`src/rtl/random_arbiter.sv`:
```
// random_arbiter: round-robin grant of a captured random byte to one of four requesters, with a HOLD-cycle gap between grants.
module random_arbiter #(
  parameter int HOLD = 2
) (
  input  logic       clk,
  input  logic       reset_n,
  input  logic [3:0] req,
  input  logic [7:0] rand_in,
  output logic [3:0] grant,
  output logic [7:0] rand_out,
  output logic [1:0] dir_out,
  output logic       busy
);
  typedef enum logic [1:0] {IDLE = 2'd0, GRANT = 2'd1, GAP = 2'd2} state_t;
  state_t     state_q, state_d;
  logic [3:0] cnt_q, cnt_d, grant_q, grant_d;
  logic [7:0] rand_q, rand_d;
  logic [1:0] dir_q, dir_d, last_q, last_d, win;
  logic       busy_q, busy_d, take;
  always_ff @(posedge clk) begin
    if (!reset_n) begin
      state_q <= IDLE;
      cnt_q   <= '0;
      grant_q <= '0;
      rand_q  <= 8'hAA;
      dir_q   <= 2'b00;
      last_q  <= 2'd3;
      busy_q  <= 1'b0;
    end else begin
      state_q <= state_d;
      cnt_q   <= cnt_d;
      grant_q <= grant_d;
      rand_q  <= rand_d;
      dir_q   <= dir_d;
      last_q  <= last_d;
      busy_q  <= busy_d;
    end
  end
  // Scan offsets from farthest to nearest so the nearest set bit after last_q wins.
  always_comb begin
    win = last_q;
    for (int k = 4; k >= 1; k--)
      if (req[last_q + 2'(k)]) win = last_q + 2'(k);
  end
  always_comb begin
    take    = state_q == IDLE && |req;
    state_d = state_q == IDLE ? (take ? GRANT : IDLE) :
              state_q == GRANT ? GAP :
              (state_q == GAP && cnt_q != 4'd0) ? GAP : IDLE;
  end
  always_comb begin
    grant_d = take ? 4'b0001 << win : 4'b0000;
    rand_d  = take ? rand_in : rand_q;
    dir_d   = take ? rand_in[7:6] ^ rand_in[1:0] : dir_q;
    last_d  = take ? win : last_q;
    cnt_d   = state_q == GRANT ? 4'(HOLD - 1) :
              (state_q == GAP && cnt_q != 4'd0) ? cnt_q - 4'd1 : cnt_q;
    busy_d  = state_d != IDLE;
  end
  assign grant    = grant_q;
  assign rand_out = rand_q;
  assign dir_out  = dir_q;
  assign busy     = busy_q;
endmodule

```
`config.mk`:
```
export PLATFORM = sky130hd
export DESIGN_NAME = random_arbiter
export DESIGN_NICKNAME = d
export VERILOG_FILES = /design/src/rtl/random_arbiter.sv
export SDC_FILE = /design/constraint.sdc
export NUM_CORES = 1
export LEC_CHECK = 0
export BUFFER_PORTS_ARGS = -buffer_cell sky130_fd_sc_hd__buf_2
export CAP_MARGIN = 5
export CORE_MARGIN = 2
export CORE_UTILIZATION = 30
export DETAILED_ROUTE_END_ITERATION = 10
export PLACE_DENSITY_LB_ADDON = 0.08
export SYNTH_ARGS = -nofsm -noshare
export SYNTH_HDL_FRONTEND = slang
export SYNTH_SLANG_ARGS = --single-unit
```
`constraint.sdc`:
```
create_clock -name clk -period 1.95 [get_ports clk]
set_input_delay 0.2925 -clock clk [delete_from_list [all_inputs] [get_ports clk]]
set_output_delay 0.2925 -clock clk [all_outputs]
set_load 0.02 [all_outputs]
```
==> impl_metrics.yaml, run 1 <==
status:
  status: "finished clean"
synthesis:
  synth_area_leaders: "dfxtp_1, nand2_1, a21oi_1"
  synth_top_area_share_pct: 47.67
  mappedNetlistNets: 126
  ys_seq_area_share_pct: 47.67
  yosys_register_bits: 23
  ys.flop_type: "dfxtp_1"
  syn_inst: 111
  yosysTopAreaCell: "dfxtp_1"
  yosysWarnings: 0
  syn_area_sq_um: 965.9
  synth.avg_cell_area_sq_um: 8.702
  synth_edf_count: 0
  ys_async_sr_fraction_pct: 0
  ys_types: 36
grt:
  met1_usage_pct: 17.56
  grt_pass1_vias: 715
  gr-usage-all-layers_pct: 12.09
  top_usage_layer: "met1"
  grtUsageMet2_pct: 17.51
  grt-ovfl-total: 0
  use_met3_pct: 1.919
  grt_start_max_net_pins: 17
  grt_first_pass_wirelength_mm: 3.332
  antenna_found_initial: 0
clock_tree:
  cts_buffers: 3
  clock-sinks: 23
  cts_buffer_depth: 2
  cts-root-buf: "clkbuf_4"
  cts-resized-gates: 0
  clkLatencyLatePin_ns: 0.30
  htree_levels: 1
  clkTransAtPathRegs_ns: 0.12
  cts_tree: "done"
  postCtsHoldBufs: 0
  post_cts_buffers: 0
final_layout:
  final_util_pct: 37.99
  antennaDiodeCount: 0
  fill_cells: 339
  drive_gt1_share_pct: 26.81
  area_growth_pct: 20.08
  final_nets: 154
floorplanning:
  die_h_um: 60.74
  fp-row-count: 20
  core_region_area_sq_mm: 0.003053
  design.die.area_sq_mm: 0.003689
  pin_count: 29
  die_x_um: 60.74
  start_util_pct: 31.64
sta:
  final-setup-viol-count: 0
  hold_slack_ns: 0.1931
  timing.fmax_mhz: 598.9
  slew_headroom_pct: 37.02
  rsz0062_at_grt: "no"
  worstMarginPinSlew_ns: 0.9396
  fin_worst_skew_ns: 0.003660
  final.setup.worst_slack_ns: 0.2801
  final_hold_viol_count: 0
  fin_crit_sh_pct: 85.63
  maxSlewViolCount: 0
  fin_tns_setup_ns: 0
  min_period_ns: 1.670
pwr:
  power_density_mw_per_mm2: 876.7
  power.leakage_nw: 0.5201
  fin_total_pwr_mw: 1.017
  ir_worst_vdd_mv: 0.4035
routing:
  drtIter0Drc: 35
  routed_wl_mm: 1.937
  drc: 0
  via_per_inst: 4.582
  vias: 834
  ant_nets: 0
  drt_pre_antenna_iters: 4
  wire_per_inst_um: 10.64
placed_design:
  gp_congestion: 0.7285
  io_buffers: 28
  dp_hpwl_mm: 1.436
  post-place-ws_ns: 0.2236
worst_hold_path:
  hold_class: "in2reg"
setup_path:
  rr_endpoint: "last_q[1]"
  critPathLaunchType: "flop"
  startpoint: "state_q[1]"
  worst_setup_path_end_kind: "flop"
  slowest_delay_ns: 0.79
  ff2ff_setup_slack_ns: 0.28
  path_max_fanout: 16
  arrival_ns: 1.88
  worstPathCellList: "nor3_2 > nand3_1 > o31a_1"
  crit_required_ns: 2.16
  cpLargestDelayFamily: "simple AND/OR/NAND/NOR gates"
  slowest_stage: "nor3_2"
  path_depth: 3
  path_buf_inv: 0
  crit_type: "reg2reg"
  r2r_cells: 3
  timing.rr.start: "state_q[1]"
  critical_path.endpoint: "last_q[1]"
run:
  maxCapViolations: 0
[cells in the mapped netlist, types with 2 or more instances]
cell,n
or3_1,2
nand2_1,19
nor3b_1,2
nor2_1,8
nor3_1,2
a211oi_1,3
xnor2_1,2
dfxtp_1,23
inv_1,4
nor2_2,2
nand3_1,7
a21oi_1,7
nand2b_1,5
clkbuf_1,3
[worst min-delay path, delay by kind of cell]
family	cells	cell delay (ns)
buffers and inverters	1	0.07
AND/OR/NAND/NOR	2	0.10
[worst min-delay path by stage]
| stage | depth (start not counted) | from | endpoint | slack, ns |
|---|---|---|---|---|
| 6_report | 3 | rand_in[3] | rand_out[3] | 0.19 |
| 5_1_grt | 3 | rand_in[3] | rand_out[3] | 0.20 |
| 4_1_cts | 3 | rand_in[3] | rand_out[3] | 0.18 |
| 3_5_place_dp | 2 | rand_out[4] | rand_out[4] | 0.45 |
| 3_3_place_gp | 2 | rand_out[2] | rand_out[2] | 0.44 |
| 2_1_floorplan | 2 | rand_in[1] | rand_out[1] | 0.42 |
[cell usage in the layout (no fill, tap or decap), drive strengths merged, types with 4 or more instances in the layout]
cell type / Yosys / final
nand3: 7 / 7
inv: 4 / 4
a21oi: 7 / 7
nor2: 10 / 10
nand2b: 5 / 5
clkbuf: 3 / 4
nand2: 19 / 19
buf: 2 / 28
dfxtp: 23 / 23
[report_power, final]
part	internal (mW)	switching, mW
clock network	0.0796	0.134
logic	0.0989	0.151
registers	0.519	0.0353
total	0.697	0.319
[state kept, by name (all words and copies together) (netlist names)]
| signal | cells |
|---|---|
| cnt_q | 4 |
| grant | 4 |
| dir_out | 2 |
| busy | 1 |
| last_q | 2 |
| state_q | 2 |
| rand_out | 8 |
[stage by stage]
stage | cell area [sq um] | cells
3_3_place_gp | 1134 | 178
2_1_floorplan | 965.9 | 111
6_report | 1160 | 182
4_1_cts | 1160 | 182
3_5_place_dp | 1134 | 178
5_1_grt | 1160 | 182
[per-layer routing]
metal,share of wire [%],routed length (um)
met1,51,983
met2,43,830
met3,5.4,105
met4,0.93,18
met5,0,0
[cell type report]
type	instances	area, sq um	area share, %
Timing Repair Buffer	28	140.1	12.08
Tap cell	44	55.05	4.747
Clock buffer	4	26.28	2.265
Multi-Input combinational cell	79	462.9	39.91
Inverter	4	15.01	1.295
Sequential cell	23	460.4	39.70
[kinds of logic after synthesis]
group,after synthesis,synth area share [%]
AND/OR/NAND/NOR,57,31.09
XOR/XNOR,2,1.814
flip-flops,23,47.67
buffers and inverters,9,4.403
AO/OA/AOI/OAI,18,12.70
adder cells (fa/ha/maj),1,1.295
multiplexers,1,1.036
Power figures use the tool's default switching activity.
==> run 2, diff against run 1 <==
CORE_UTILIZATION = 35   (was 30)
MAX_ROUTING_LAYER = met4   (was unset)
RECOVER_POWER = 100   (was unset)
==> impl_metrics.yaml, run 2 (synthesized netlist as in run 1, its figures left out) <==
sta:
  final_hold_viol_count: 0
  maxSlewViolCount: 0
  final-setup-viol-count: 0
  timing.fmax_mhz: 609.1
  slew_headroom_pct: 39.04
  min_period_ns: 1.642
  worstMarginPinSlew_ns: 0.9095
  fin_tns_setup_ns: 0
  fin_worst_skew_ns: 0.007161
  rsz0062_at_grt: "no"
  fin_crit_sh_pct: 84.20
grt:
  grt_start_max_net_pins: 17
  grt-ovfl-total: 0
  gr-usage-all-layers_pct: 12.65
  grt_first_pass_wirelength_mm: 3.056
  antenna_found_initial: 0
  grt_pass1_vias: 723
setup_path:
  r2r_cells: 3
  crit_type: "reg2reg"
  slowest_stage: "nor3_2"
  path_buf_inv: 0
  cpLargestDelayFamily: "simple AND/OR/NAND/NOR gates"
  critPathLaunchType: "flop"
  worst_setup_path_end_kind: "flop"
  worstPathCellList: "nor3_2 > nand3_1 > o31a_1"
  arrival_ns: 1.85
  startpoint: "state_q[1]"
  slowest_delay_ns: 0.77
  path_max_fanout: 16
  crit_required_ns: 2.16
  ff2ff_setup_slack_ns: 0.31
  rr_endpoint: "last_q[1]"
  timing.rr.start: "state_q[1]"
clock_tree:
  clkLatencyLatePin_ns: 0.30
  clkTransAtPathRegs_ns: 0.12
  cts_buffers: 3
  postCtsHoldBufs: 0
  clock-sinks: 23
  cts-root-buf: "clkbuf_4"
  cts_tree: "done"
  htree_levels: 1
  cts-resized-gates: 0
  post_cts_buffers: 0
  cts_buffer_depth: 2
pwr:
  ir_worst_vdd_mv: 0.7937
  comb_power_share_pct: 23.6
  seqPwrFrac_pct: 55.4
  p_int_mw: 0.6861
  power_switching_mw: 0.3129
  switching_share_pct: 31.32
  power.share.clock_pct: 21.0
  power_density_mw_per_mm2: 892.1
  power.leakage_nw: 0.4685
placed_design:
  io_buffers: 28
  gp_congestion: 0.6699
  dp_cells: 165
  dp_hpwl_mm: 1.385
routing:
  ant_nets: 0
  routed_wl_mm: 1.881
  vias: 812
  via_per_inst: 4.805
  drtIter0Drc: 6
  wire_per_inst_um: 11.13
  drt_pre_antenna_iters: 4
  drc: 0
final_layout:
  fill_cells: 294
  finalNonFillerCells: 169
  final_cell_mix: "dfxtp_1, nand2_1, clkbuf_1, buf_2, nor2_1"
  area_growth_pct: 15.93
  final_nets: 154
  largest_register_ffs: 8
  drive_gt1_share_pct: 15.22
  antennaDiodeCount: 0
  final_common_cell: "dfxtp_1"
floorplanning:
  core_region_area_sq_mm: 0.002686
  design.die.area_sq_mm: 0.003196
  die_x_um: 56.54
  pin_count: 29
  fp-row-count: 19
  start_util_pct: 35.96
  die_h_um: 56.54
run:
  maxCapViolations: 0
worst_hold_path:
  min_from: "rand_in[5]"
  hold_class: "in2reg"
  whs_endpoint: "rand_out[5]"
  min_path_cells: 3
status:
  status: "finished clean"
==> run 2: cell types whose count changed in the layout (fill, tap and decap cells not counted) <==
| cell | previous run | this run |
|---|---|---|
| or3_4 | 1 | 0 |
| buf_2 | 28 | 13 |
| clkbuf_1 | 1 | 16 |
| or3_1 | 2 | 3 |
==> run 2: worst max-delay path by stage <==
stage | cells past startpoint | slack, ns | endpoint
2_1_floorplan | 6 | 0.56 | cnt_q[3]
3_3_place_gp | 5 | 0.30 | last_q[1]
3_5_place_dp | 5 | 0.24 | last_q[1]
4_1_cts | 3 | 0.26 | last_q[1]
5_1_grt | 3 | 0.12 | last_q[1]
6_report | 3 | 0.31 | last_q[1]
==> run 2: power by group through the flow <==
stage               Combinational (mW)  Clock [mW]  Sequential (mW)
detailed placement               0.251           0            0.564
floorplan                        0.148           0            0.597
global route                     0.263       0.244            0.559
global placement                 0.249           0            0.563
finish                           0.236       0.209            0.553
CTS                              0.252       0.230            0.553
==> run 2: cell type report <==
class | instances | area, sq um | area share (%)
well taps | 31 | 38.79 | 3.464
repair buffers | 28 | 121.4 | 10.84
clock buffers | 4 | 26.28 | 2.346
multi-input cells | 79 | 457.9 | 40.89
flip-flops and latches | 23 | 460.4 | 41.12
inverters | 4 | 15.01 | 1.341
==> run 2: metrics by stage <==
stage                     util, %  cell area, sq um  setup slack (ns)  total power [mW]  hold WS (ns)
after global routing        41.69              1120            0.1234             1.066        0.1915
after CTS                   42.57              1144            0.2604             1.034        0.1825
after global placement      41.59              1117            0.2963            0.8114        0.4412
final                       41.69              1120            0.3081            0.9990        0.1971
after detailed placement    41.59              1117            0.2416            0.8145        0.4475
after floorplan                 -             965.9            0.5618            0.7453        0.4167
==> run 2: routing by layer <==
metal	share of wire, %	GRT usage, %	up-vias	routed length (um)
met1	45	14.00	366	854
met4	1.2	5.102	0	23
met2	49	21.26	13	930
met5	0	-	-	0
met3	3.9	3.687	2	73
li1	-	-	431	-
==> run 2: worst register-to-register path, stage by stage (launching register included) <==
cell     delay (ns)
dfxtp_1        0.39
nor3_2         0.77
nand3_1        0.23
o31a_1         0.16
==> run 3, diff against run 2 <==
clock period = 1.57 ns   (was 1.95 ns; I/O delays follow)
==> impl_metrics.yaml, run 3 (synthesized netlist as in run 1, its figures left out) <==
status:
  status: "finished clean"
routing:
  drc: 0
  routed_wl_mm: 1.959
  vias: 844
  drt_pre_antenna_iters: 5
  ant_nets: 0
  wire_per_inst_um: 11.19
  via_per_inst: 4.823
  drtIter0Drc: 12
final_layout:
  largest_register_ffs: 8
  finalNonFillerCells: 175
  final_cell_mix: "dfxtp_1, nand2_1, clkbuf_1, buf_2, nor2_1"
  final-seq-area_sq_um: 461.7
  multi_input_area_sq_um: 469.2
  fill_cells: 301
  area_growth_pct: 21.24
  antennaDiodeCount: 0
  fin_area_sq_mm: 0.001171
  final_nets: 160
  final_common_cell: "dfxtp_1"
  drive_gt1_share_pct: 19.44
clock_tree:
  post_cts_buffers: 0
  clkLatencyLatePin_ns: 0.30
  cts-resized-gates: 1
  postCtsHoldBufs: 0
  clock-sinks: 23
  clkTransAtPathRegs_ns: 0.12
  cts_buffer_depth: 2
  cts_buffers: 3
  htree_levels: 1
  cts-root-buf: "clkbuf_4"
  cts_tree: "done"
setup_path:
  crit_required_ns: 1.82
  arrival_ns: 1.73
  timing.rr.start: "state_q[1]"
  startpoint: "state_q[1]"
  crit_type: "reg2reg"
  worst_setup_path_end_kind: "flop"
  critPathLaunchType: "flop"
  path_max_fanout: 6
placed_design:
  io_buffers: 28
  dp_cells: 171
  dpl-instance-area_sq_mm: 0.001162
  dp_hpwl_mm: 1.520
  gp_congestion: 0.6647
floorplanning:
  pin_count: 29
  die_h_um: 56.54
  design.die.area_sq_mm: 0.003196
  start_util_pct: 35.96
  die_x_um: 56.54
  fp-row-count: 19
  core_region_area_sq_mm: 0.002686
grt:
  gr-usage-all-layers_pct: 14.26
  grt_first_pass_wirelength_mm: 3.443
  grt_pass1_vias: 785
  grt-ovfl-total: 0
  antenna_found_initial: 0
  grt_start_max_net_pins: 17
pwr:
  seqPwrFrac_pct: 53.8
  ir_worst_vdd_mv: 0.8136
  fin_total_pwr_mw: 1.268
  power.leakage_nw: 0.4978
  power.share.clock_pct: 20.7
  switching_share_pct: 31.51
  p_int_mw: 0.8682
  comb_power_share_pct: 25.5
  power_density_mw_per_mm2: 1082
  power_switching_mw: 0.3994
sta:
  final_hold_viol_count: 0
  maxSlewViolCount: 0
  fin_crit_sh_pct: 94.01
  fin_worst_skew_ns: 0.003262
  timing.fmax_mhz: 677.5
  final-setup-viol-count: 0
  slew_headroom_pct: 57.66
  worstMarginPinSlew_ns: 0.6293
  min_period_ns: 1.476
worst_hold_path:
  min_from: "rand_in[5]"
  hold_class: "in2reg"
run:
  maxCapViolations: 0
## run 3: critical path: stages (launching register included)
cell and delay, ns:
dfxtp_1 0.35, clkbuf_1 0.15, or3_1 0.43, or3_1 0.41
nor2_2 0.09
## run 3: path summary, 6_finish.rpt
kind,to,slack (ns),depth (start not counted)
worst max-delay path,grant[2],0.09,4
worst min register to register,rand_out[4],0.47,2
worst min-delay path,rand_out[5],0.14,3
worst max register to register,grant[2],0.09,4
## run 3: power by group through the flow
stage / registers [mW] / logic, mW / clock network [mW]
after floorplan: 0.741 / 0.184 / 0
after global placement: 0.692 / 0.335 / 0
after detailed placement: 0.693 / 0.342 / 0
after CTS: 0.681 / 0.345 / 0.283
after global routing: 0.691 / 0.361 / 0.312
final: 0.682 / 0.323 / 0.263
## run 3: stage by stage
stage	setup WS (ns)	TNS, ns	util (%)	hold WS [ns]
2_1_floorplan	0.1818	0	-	0.3597
3_3_place_gp	-0.01623	-0.01623	43.27	0.4408
3_5_place_dp	-0.07982	-0.09575	43.27	0.4474
4_1_cts	0.06355	0	44.48	0.1205
5_1_grt	-0.00007183	-0.00007183	43.60	0.1261
6_report	0.09406	0	43.60	0.1378
## run 3: routing by layer
metal,track usage (%),up-vias,routed length (um)
met4,5.102,0,23
li1,-,448,-
met1,16.93,381,915
met5,-,-,0
met2,22.26,13,945
met3,5.069,2,75
## run 3: final cells by class
type | count | share of cell area (%)
sequential | 23 | 39.42
inverter | 4 | 1.282
multi-input combinational | 79 | 40.06
timing repair buffer | 34 | 13.68
tap | 31 | 3.312
clock buffer | 4 | 2.244
